### src/rtl/alu_issue_unit.sv
// ---------------------------------------------------------------------------
// alu_issue_unit
//
// Purpose:
//   This is a two-stage issue front-end for an external combinational RV32I
//   ALU.
//   - S1 decodes an accepted instruction into registered operands and an
//     op code. Those registers drive the ALU ports directly.
//   - S2 captures the ALU result and its flags, then presents them on a
//     valid/ready output.
//   Illegal encodings flow through as a bubble. They carry op code 4'hF and
//   a forced zero result, with illegal set.
//
// Optional feature:
//   ALU_ISSUE_ERRCNT_EN adds err_count, an 8-bit saturating count of illegal
//   entries that complete the output handshake.
//
// Ports:
//   clk, rst_n        clock (rising edge), asynchronous active-low reset
//   in_valid/in_ready upstream handshake
//   instr             RV32I instruction word
//   rs1_val, rs2_val  register operands
//   alu_a, alu_b      operands to the ALU (registered)
//   alu_op_code       ALU operation (registered, 4'hF = illegal)
//   alu_out           ALU result
//   alu_zero_flag     ALU zero flag
//   alu_sign_flag     ALU sign flag
//   out_valid/out_ready downstream handshake
//   result            captured result
//   result_zero       captured zero flag
//   result_sign       captured sign flag
//   illegal           decode failure of the presented entry
//   err_count         saturating illegal count (ALU_ISSUE_ERRCNT_EN only)
// ---------------------------------------------------------------------------
module alu_issue_unit (
  input  logic        clk,
  input  logic        rst_n,
  // upstream
  input  logic        in_valid,
  output logic        in_ready,
  input  logic [31:0] instr,
  input  logic [31:0] rs1_val,
  input  logic [31:0] rs2_val,
  // ALU
  output logic [31:0] alu_a,
  output logic [31:0] alu_b,
  output logic [3:0]  alu_op_code,
  input  logic [31:0] alu_out,
  input  logic        alu_zero_flag,
  input  logic        alu_sign_flag,
  // downstream
`ifdef ALU_ISSUE_ERRCNT_EN
  output logic [7:0]  err_count,
`endif
  output logic        out_valid,
  input  logic        out_ready,
  output logic [31:0] result,
  output logic        result_zero,
  output logic        result_sign,
  output logic        illegal
);

  // ALU operation encodings
  localparam logic [3:0] OpAdd  = 4'b0000;
  localparam logic [3:0] OpSub  = 4'b0001;
  localparam logic [3:0] OpAnd  = 4'b0010;
  localparam logic [3:0] OpOr   = 4'b0011;
  localparam logic [3:0] OpXor  = 4'b0100;
  localparam logic [3:0] OpSll  = 4'b0101;
  localparam logic [3:0] OpSrl  = 4'b0110;
  localparam logic [3:0] OpSra  = 4'b0111;
  localparam logic [3:0] OpSlt  = 4'b1000;
  localparam logic [3:0] OpSltu = 4'b1001;
  localparam logic [3:0] OpIll  = 4'b1111;

  localparam logic [6:0] OpcR = 7'b0110011;
  localparam logic [6:0] OpcI = 7'b0010011;
  localparam logic [6:0] F7Zero = 7'b0000000;
  localparam logic [6:0] F7Alt  = 7'b0100000;

  // -------------------------------------------------------------------------
  // Decode (combinational, on the offered instruction)
  // -------------------------------------------------------------------------
  logic [6:0]  w_opcode;
  logic [2:0]  w_funct3;
  logic [6:0]  w_funct7;
  logic [31:0] w_imm_sext;
  logic [31:0] w_shamt_zext;

  assign w_opcode     = instr[6:0];
  assign w_funct3     = instr[14:12];
  assign w_funct7     = instr[31:25];
  assign w_imm_sext   = {{20{instr[31]}}, instr[31:20]};
  assign w_shamt_zext = {27'd0, instr[24:20]};

  // Register-specifier fields are resolved upstream; only the operand values matter here.
  logic w_unused_fields;
  assign w_unused_fields = ^{instr[19:15], instr[11:7]};

  logic [3:0]  w_dec_op;
  logic [31:0] w_dec_a;
  logic [31:0] w_dec_b;
  logic        w_dec_illegal;

  always_comb begin
    w_dec_op      = OpIll;
    w_dec_a       = 32'd0;
    w_dec_b       = 32'd0;
    w_dec_illegal = 1'b1;

    if (w_opcode == OpcR) begin
      if (w_funct7 == F7Zero) begin
        w_dec_illegal = 1'b0;
        unique case (w_funct3)
          3'b000:  w_dec_op = OpAdd;
          3'b111:  w_dec_op = OpAnd;
          3'b110:  w_dec_op = OpOr;
          3'b100:  w_dec_op = OpXor;
          3'b001:  w_dec_op = OpSll;
          3'b101:  w_dec_op = OpSrl;
          3'b010:  w_dec_op = OpSlt;
          3'b011:  w_dec_op = OpSltu;
          default: w_dec_illegal = 1'b1;
        endcase
      end else if (w_funct7 == F7Alt) begin
        if (w_funct3 == 3'b000) begin
          w_dec_op      = OpSub;
          w_dec_illegal = 1'b0;
        end else if (w_funct3 == 3'b101) begin
          w_dec_op      = OpSra;
          w_dec_illegal = 1'b0;
        end
      end
      if (!w_dec_illegal) begin
        w_dec_a = rs1_val;
        w_dec_b = rs2_val;
      end
    end else if (w_opcode == OpcI) begin
      w_dec_b       = w_imm_sext;
      w_dec_illegal = 1'b0;
      unique case (w_funct3)
        3'b000: w_dec_op = OpAdd;
        3'b111: w_dec_op = OpAnd;
        3'b110: w_dec_op = OpOr;
        3'b100: w_dec_op = OpXor;
        3'b010: w_dec_op = OpSlt;
        3'b011: w_dec_op = OpSltu;
        3'b001: begin
          w_dec_b = w_shamt_zext;
          if (w_funct7 == F7Zero) w_dec_op = OpSll;
          else                    w_dec_illegal = 1'b1;
        end
        3'b101: begin
          w_dec_b = w_shamt_zext;
          if (w_funct7 == F7Zero)     w_dec_op = OpSrl;
          else if (w_funct7 == F7Alt) w_dec_op = OpSra;
          else                        w_dec_illegal = 1'b1;
        end
        default: w_dec_illegal = 1'b1;
      endcase
      if (w_dec_illegal) begin
        w_dec_b = 32'd0;
      end else begin
        w_dec_a = rs1_val;
      end
    end

    if (w_dec_illegal) w_dec_op = OpIll;
  end

  // -------------------------------------------------------------------------
  // Pipeline control
  // -------------------------------------------------------------------------
  logic        r_s1_valid;
  logic [31:0] r_alu_a;
  logic [31:0] r_alu_b;
  logic [3:0]  r_alu_op;
  logic        r_s1_illegal;

  logic        r_out_valid;
  logic [31:0] r_result;
  logic        r_result_zero;
  logic        r_result_sign;
  logic        r_illegal;

  logic w_s2_free;
  logic w_accept;
  logic w_advance;
  logic w_out_fire;

  assign w_s2_free  = !r_out_valid || out_ready;
  assign in_ready   = !r_s1_valid || w_s2_free;
  assign w_accept   = in_valid && in_ready;
  assign w_advance  = r_s1_valid && w_s2_free;
  assign w_out_fire = r_out_valid && out_ready;

  // S1 next state. An accept overrides the advance, because the slot empties
  // and refills in the same cycle. A lone advance returns the ALU ports to
  // their idle (all-zero) drive.
  logic        w_s1_valid_nxt;
  logic [31:0] w_alu_a_nxt;
  logic [31:0] w_alu_b_nxt;
  logic [3:0]  w_alu_op_nxt;
  logic        w_s1_illegal_nxt;

  always_comb begin
    w_s1_valid_nxt   = r_s1_valid;
    w_alu_a_nxt      = r_alu_a;
    w_alu_b_nxt      = r_alu_b;
    w_alu_op_nxt     = r_alu_op;
    w_s1_illegal_nxt = r_s1_illegal;
    if (w_accept) begin
      w_s1_valid_nxt   = 1'b1;
      w_alu_a_nxt      = w_dec_a;
      w_alu_b_nxt      = w_dec_b;
      w_alu_op_nxt     = w_dec_op;
      w_s1_illegal_nxt = w_dec_illegal;
    end else if (w_advance) begin
      w_s1_valid_nxt   = 1'b0;
      w_alu_a_nxt      = 32'd0;
      w_alu_b_nxt      = 32'd0;
      w_alu_op_nxt     = OpAdd;
      w_s1_illegal_nxt = 1'b0;
    end
  end

  // S2 next state. Outputs only change on a capture, so they hold while stalled.
  logic        w_out_valid_nxt;
  logic [31:0] w_result_nxt;
  logic        w_result_zero_nxt;
  logic        w_result_sign_nxt;
  logic        w_illegal_nxt;

  always_comb begin
    w_out_valid_nxt   = r_out_valid;
    w_result_nxt      = r_result;
    w_result_zero_nxt = r_result_zero;
    w_result_sign_nxt = r_result_sign;
    w_illegal_nxt     = r_illegal;
    if (w_advance) begin
      w_out_valid_nxt = 1'b1;
      w_illegal_nxt   = r_s1_illegal;
      if (r_s1_illegal) begin
        // Ignore whatever the ALU returns for the illegal op code.
        w_result_nxt      = 32'd0;
        w_result_zero_nxt = 1'b1;
        w_result_sign_nxt = 1'b0;
      end else begin
        w_result_nxt      = alu_out;
        w_result_zero_nxt = alu_zero_flag;
        w_result_sign_nxt = alu_sign_flag;
      end
    end else if (w_out_fire) begin
      w_out_valid_nxt = 1'b0;
    end
  end

  always_ff @(posedge clk or negedge rst_n) begin
    if (!rst_n) begin
      r_s1_valid    <= 1'b0;
      r_alu_a       <= 32'd0;
      r_alu_b       <= 32'd0;
      r_alu_op      <= OpAdd;
      r_s1_illegal  <= 1'b0;
      r_out_valid   <= 1'b0;
      r_result      <= 32'd0;
      r_result_zero <= 1'b0;
      r_result_sign <= 1'b0;
      r_illegal     <= 1'b0;
    end else begin
      r_s1_valid    <= w_s1_valid_nxt;
      r_alu_a       <= w_alu_a_nxt;
      r_alu_b       <= w_alu_b_nxt;
      r_alu_op      <= w_alu_op_nxt;
      r_s1_illegal  <= w_s1_illegal_nxt;
      r_out_valid   <= w_out_valid_nxt;
      r_result      <= w_result_nxt;
      r_result_zero <= w_result_zero_nxt;
      r_result_sign <= w_result_sign_nxt;
      r_illegal     <= w_illegal_nxt;
    end
  end

`ifdef ALU_ISSUE_ERRCNT_EN
  logic [7:0] r_err_count;
  logic       w_err_inc;

  assign w_err_inc = w_out_fire && r_illegal && (r_err_count != 8'hFF);

  always_ff @(posedge clk or negedge rst_n) begin
    if (!rst_n) begin
      r_err_count <= 8'd0;
    end else if (w_err_inc) begin
      r_err_count <= r_err_count + 8'd1;
    end
  end

  assign err_count = r_err_count;
`endif

  assign alu_a       = r_alu_a;
  assign alu_b       = r_alu_b;
  assign alu_op_code = r_alu_op;
  assign out_valid   = r_out_valid;
  assign result      = r_result;
  assign result_zero = r_result_zero;
  assign result_sign = r_result_sign;
  assign illegal     = r_illegal;

endmodule

### config.mk
export PLATFORM = sky130hd
export DESIGN_NAME = alu_issue_unit
export DESIGN_NICKNAME = d
export VERILOG_FILES = /design/src/rtl/alu_issue_unit.sv
export SDC_FILE = /design/constraint.sdc
export NUM_CORES = 1
export LEC_CHECK = 0
export ABC_AREA = 0
export BUFFER_PORTS_ARGS = -buffer_cell sky130_fd_sc_hd__buf_2
export CAP_MARGIN = 10
export CORE_ASPECT_RATIO = 0.7
export CORE_UTILIZATION = 40
export DETAILED_ROUTE_END_ITERATION = 12
export PLACE_DENSITY = 0.85
export SYNTH_ARGS = -nofsm -noshare
export SYNTH_HDL_FRONTEND = slang
export SYNTH_SLANG_ARGS = --single-unit
### constraint.sdc
create_clock -name clk -period 1.8 [get_ports clk]
set_input_delay 0.09 -clock clk [delete_from_list [all_inputs] [get_ports clk]]
set_output_delay 0.09 -clock clk [all_outputs]
set_load 0.005 [all_outputs]
==> flow_summary.json <==
{
  "final_cells": 816,
  "cp.arrival_ns": 2.00,
  "critical_path.max_fanout": 32,
  "outcome": "complete, no violations",
  "grtUsageTotal_pct": 23.43,
  "ys.flop_type": "dfrtp_1",
  "fillers": 802,
  "finalSetupViolations": 0,
  "clk_latency_ns": 0.34,
  "worstReg2RegStart": "r_s1_valid",
  "worstSetupStartpointType": "register",
  "dp_hpwl_um": 8532,
  "multi_input_area_sq_mm": 0.001624,
  "ys_seq_area_share_pct": 60.54,
  "grt_max_degree": 107,
  "synth_warnings": 0,
  "worstMarginPinSlew_ns": 0.8577,
  "seq_area_sq_mm": 0.002653,
  "gp_congestion": 0.8299,
  "crit_buf_inv": 1,
  "dieArea_sq_mm": 0.01138,
  "antenna_left": 0,
  "routed_wl_um": 13410,
  "antenna_found_initial": 0,
  "post-route-cell-area_sq_mm": 0.006746,
  "area_delta_synth_final_pct": 53.97,
  "max_stage_delay_ns": 0.44,
  "via_count": 4172,
  "cp_slowest_cell": "dfrtp_1",
  "hold_viol_final": 0,
  "cts-root-buf": "clkbuf_16",
  "async_reset_ff_share_pct": 100.0,
  "coreArea_sq_mm": 0.01051,
  "place_inst": 731,
  "clk_pin_slew_ns": 0.07,
  "relSlewSlack_pct": 42.82,
  "avgRoutedWirePerCell_um": 16.44,
  "synth_area_per_cell_sq_um": 11.87,
  "crit_end": "alu_a[2]",
  "p_per_area_mw_per_mm2": 807.1,
  "start_util_pct": 41.69,
  "cp.depth": 5,
  "dr.pass1.iters": 5,
  "postPlaceCellArea_sq_mm": 0.005747,
  "synth_commonest_cells": "dfrtp_1, nand2_1, a22o_1, o21ai_0, nand2b_1",
  "die_height_um": 89.57,
  "endpoint_kind": "register",
  "syn-num-nets": 503,
  "synth_cell_types": 39,
  "min_period_ns": 1.723,
  "row_count": 31,
  "fin_skew_ns": 0.01313,
  "die_w_um": 127.1,
  "cp_top_family": "simple AND/OR/NAND/NOR gates",
  "grt_pass1_vias": 4206,
  "syn_area_sq_mm": 0.004382,
  "required_ns": 2.07,
  "r2r_cells": 5,
  "cts_tree": "done",
  "tns_ns": 0,
  "synth.most_common_cell": "dfrtp_1",
  "ys_ff_latch": 106,
  "timing.rr.end": "alu_a[2]",
  "synth.top_cells.by_area": "dfrtp_1, a22o_1, nand2b_1, a221o_1, o21ai_0",
  "numPortBuffers": 228,
  "clk_path_buf_depth": 2,
  "drv_cap": 0,
  "crit_start": "r_s1_valid",
  "grt_setup_unrepaired": "no",
  "drive_above_1_share_pct": 40.42,
  "cp_cell_sequence": "nand3b_1 -> nand2_1 -> nor4_4 -> buf_12 -> a22o_1",
  "peakVddDrop_v": 0.0004935,
  "cts_made_buffers": 9,
  "syn_inst": 369,
  "antennaDiodeCount": 0,
  "cts.sinks": 106,
  "grt_pass1_wl_um": 20530,
  "cts_htree_levels": 3,
  "fmax_ghz": 0.5805,
  "fin_crit_sh_pct": 95.71,
  "layout.nets": 797,
  "rrSetupSlack_ns": 0.08,
  "finalMaxSlewViolations": 0,
  "grt-ovfl-total": 0,
  "avgViaCountPerCell": 5.113,
  "holdCritPathClass": "in2reg",
  "pin_count": 239,
  "cellLeakagePower_nw": 3.608,
  "synth_top_cell_area_share_pct": 60.54,
  "path_class": "reg2reg",
  "drc": 0,
  "synth_largest_area_cell": "dfrtp_1",
  "drt_iter0_markers": 225,
  "synth_edf_count": 0
}
==> cell families (layout without fill, tap and decap cells) <==
group	Yosys count	count (layout)	share of synthesized area, %
multiplexers	1	1	0.2570
AO/OA/AOI/OAI	129	129	22.27
AND/OR/NAND/NOR	104	104	13.74
buffers and inverters	28	327	2.998
XOR/XNOR	1	1	0.1999
flip-flops	106	106	60.54
==> sequential cells by signal, summed over array words and instances (netlist names) <==
signal	count
alu_op_code	4
out_valid	1
result_zero	1
alu_b	32
r_s1_valid	1
illegal	1
result	32
r_s1_illegal	1
result_sign	1
alu_a	32
==> tightest hold or removal path, cell delays in order <==
cell	delay, ns
buf_2	0.10
nand2b_1	0.05
o21ai_0	0.07
==> through the flow <==
stage                     utilization (%)  hold WS [ns]  worst slack [ns]  total power [mW]
final                               64.18       0.01540           0.07723             5.445
after detailed placement            54.67        0.2052           -0.1419             3.379
after floorplan                         -       -0.2056           0.04950             2.932
after global placement              54.67        0.1932          -0.05590             3.344
after global routing                64.18       0.01509          0.001776             5.706
after CTS                           64.09      0.003417            0.1018             5.496
==> timing repair <==
item / CTS / global route
hold buffers: 69 / 0
gates resized for setup: 0 / 2
endpoints found under the setup margin: 0 / 2
buffers inserted: 0 / 0
endpoints found under the hold margin: 174 / 0
==> metal layers <==
| layer | vias up | routed length [um] | GRT usage (%) |
|---|---|---|---|
| li1 | 1927 | - | - |
| met1 | 2000 | 5440 | 27.87 |
| met2 | 224 | 6609 | 40.31 |
| met3 | 21 | 1117 | 7.660 |
| met4 | 0 | 246 | 8.874 |
| met5 | - | 0 | 0 |
==> power breakdown <==
group	switching, mW	total [mW]	internal [mW]
clock	0.888	1.99	1.10
sequential	0.103	2.63	2.52
combinational	0.407	0.831	0.423
total	1.40	5.44	4.05
==> cells in the final DEF (no fill, tap or decap), drive strengths merged, types with 2 or more instances in the layout <==
master / n
nand3: 2
nand2: 43
a21o: 11
nand2b: 36
a21oi: 6
nor3: 3
inv: 6
clkbuf: 10
nor2: 6
o21ai: 43
dfrtp: 106
nor2b: 3
nor4b: 2
a221o: 21
a22o: 43
dlygate4sd3: 69
buf: 240
nor4: 4
==> area by class of cell <==
cell class	instances	share of cell area (%)
Sequential cell	106	39.32
Timing Repair Buffer	309	29.32
Inverter	2	0.1113
Multi-Input combinational cell	235	24.07
Tap cell	148	2.745
Clock buffer	10	3.394
Clock inverter	6	1.039
==> how the worst min path moves through the flow <==
stage,from,endpoint,slack (ns),cells past startpoint
finish,alu_out[20],result[20],0.02,3
detailed placement,rst_n,result[3],0.21,2
global placement,rst_n,result_sign,0.19,2
global route,alu_out[15],result[15],0.02,3
CTS,rs2_val[19],alu_b[19],0.003,2
floorplan,rst_n,alu_a[0],-0.21,0
(Power assumes the default switching activity.)
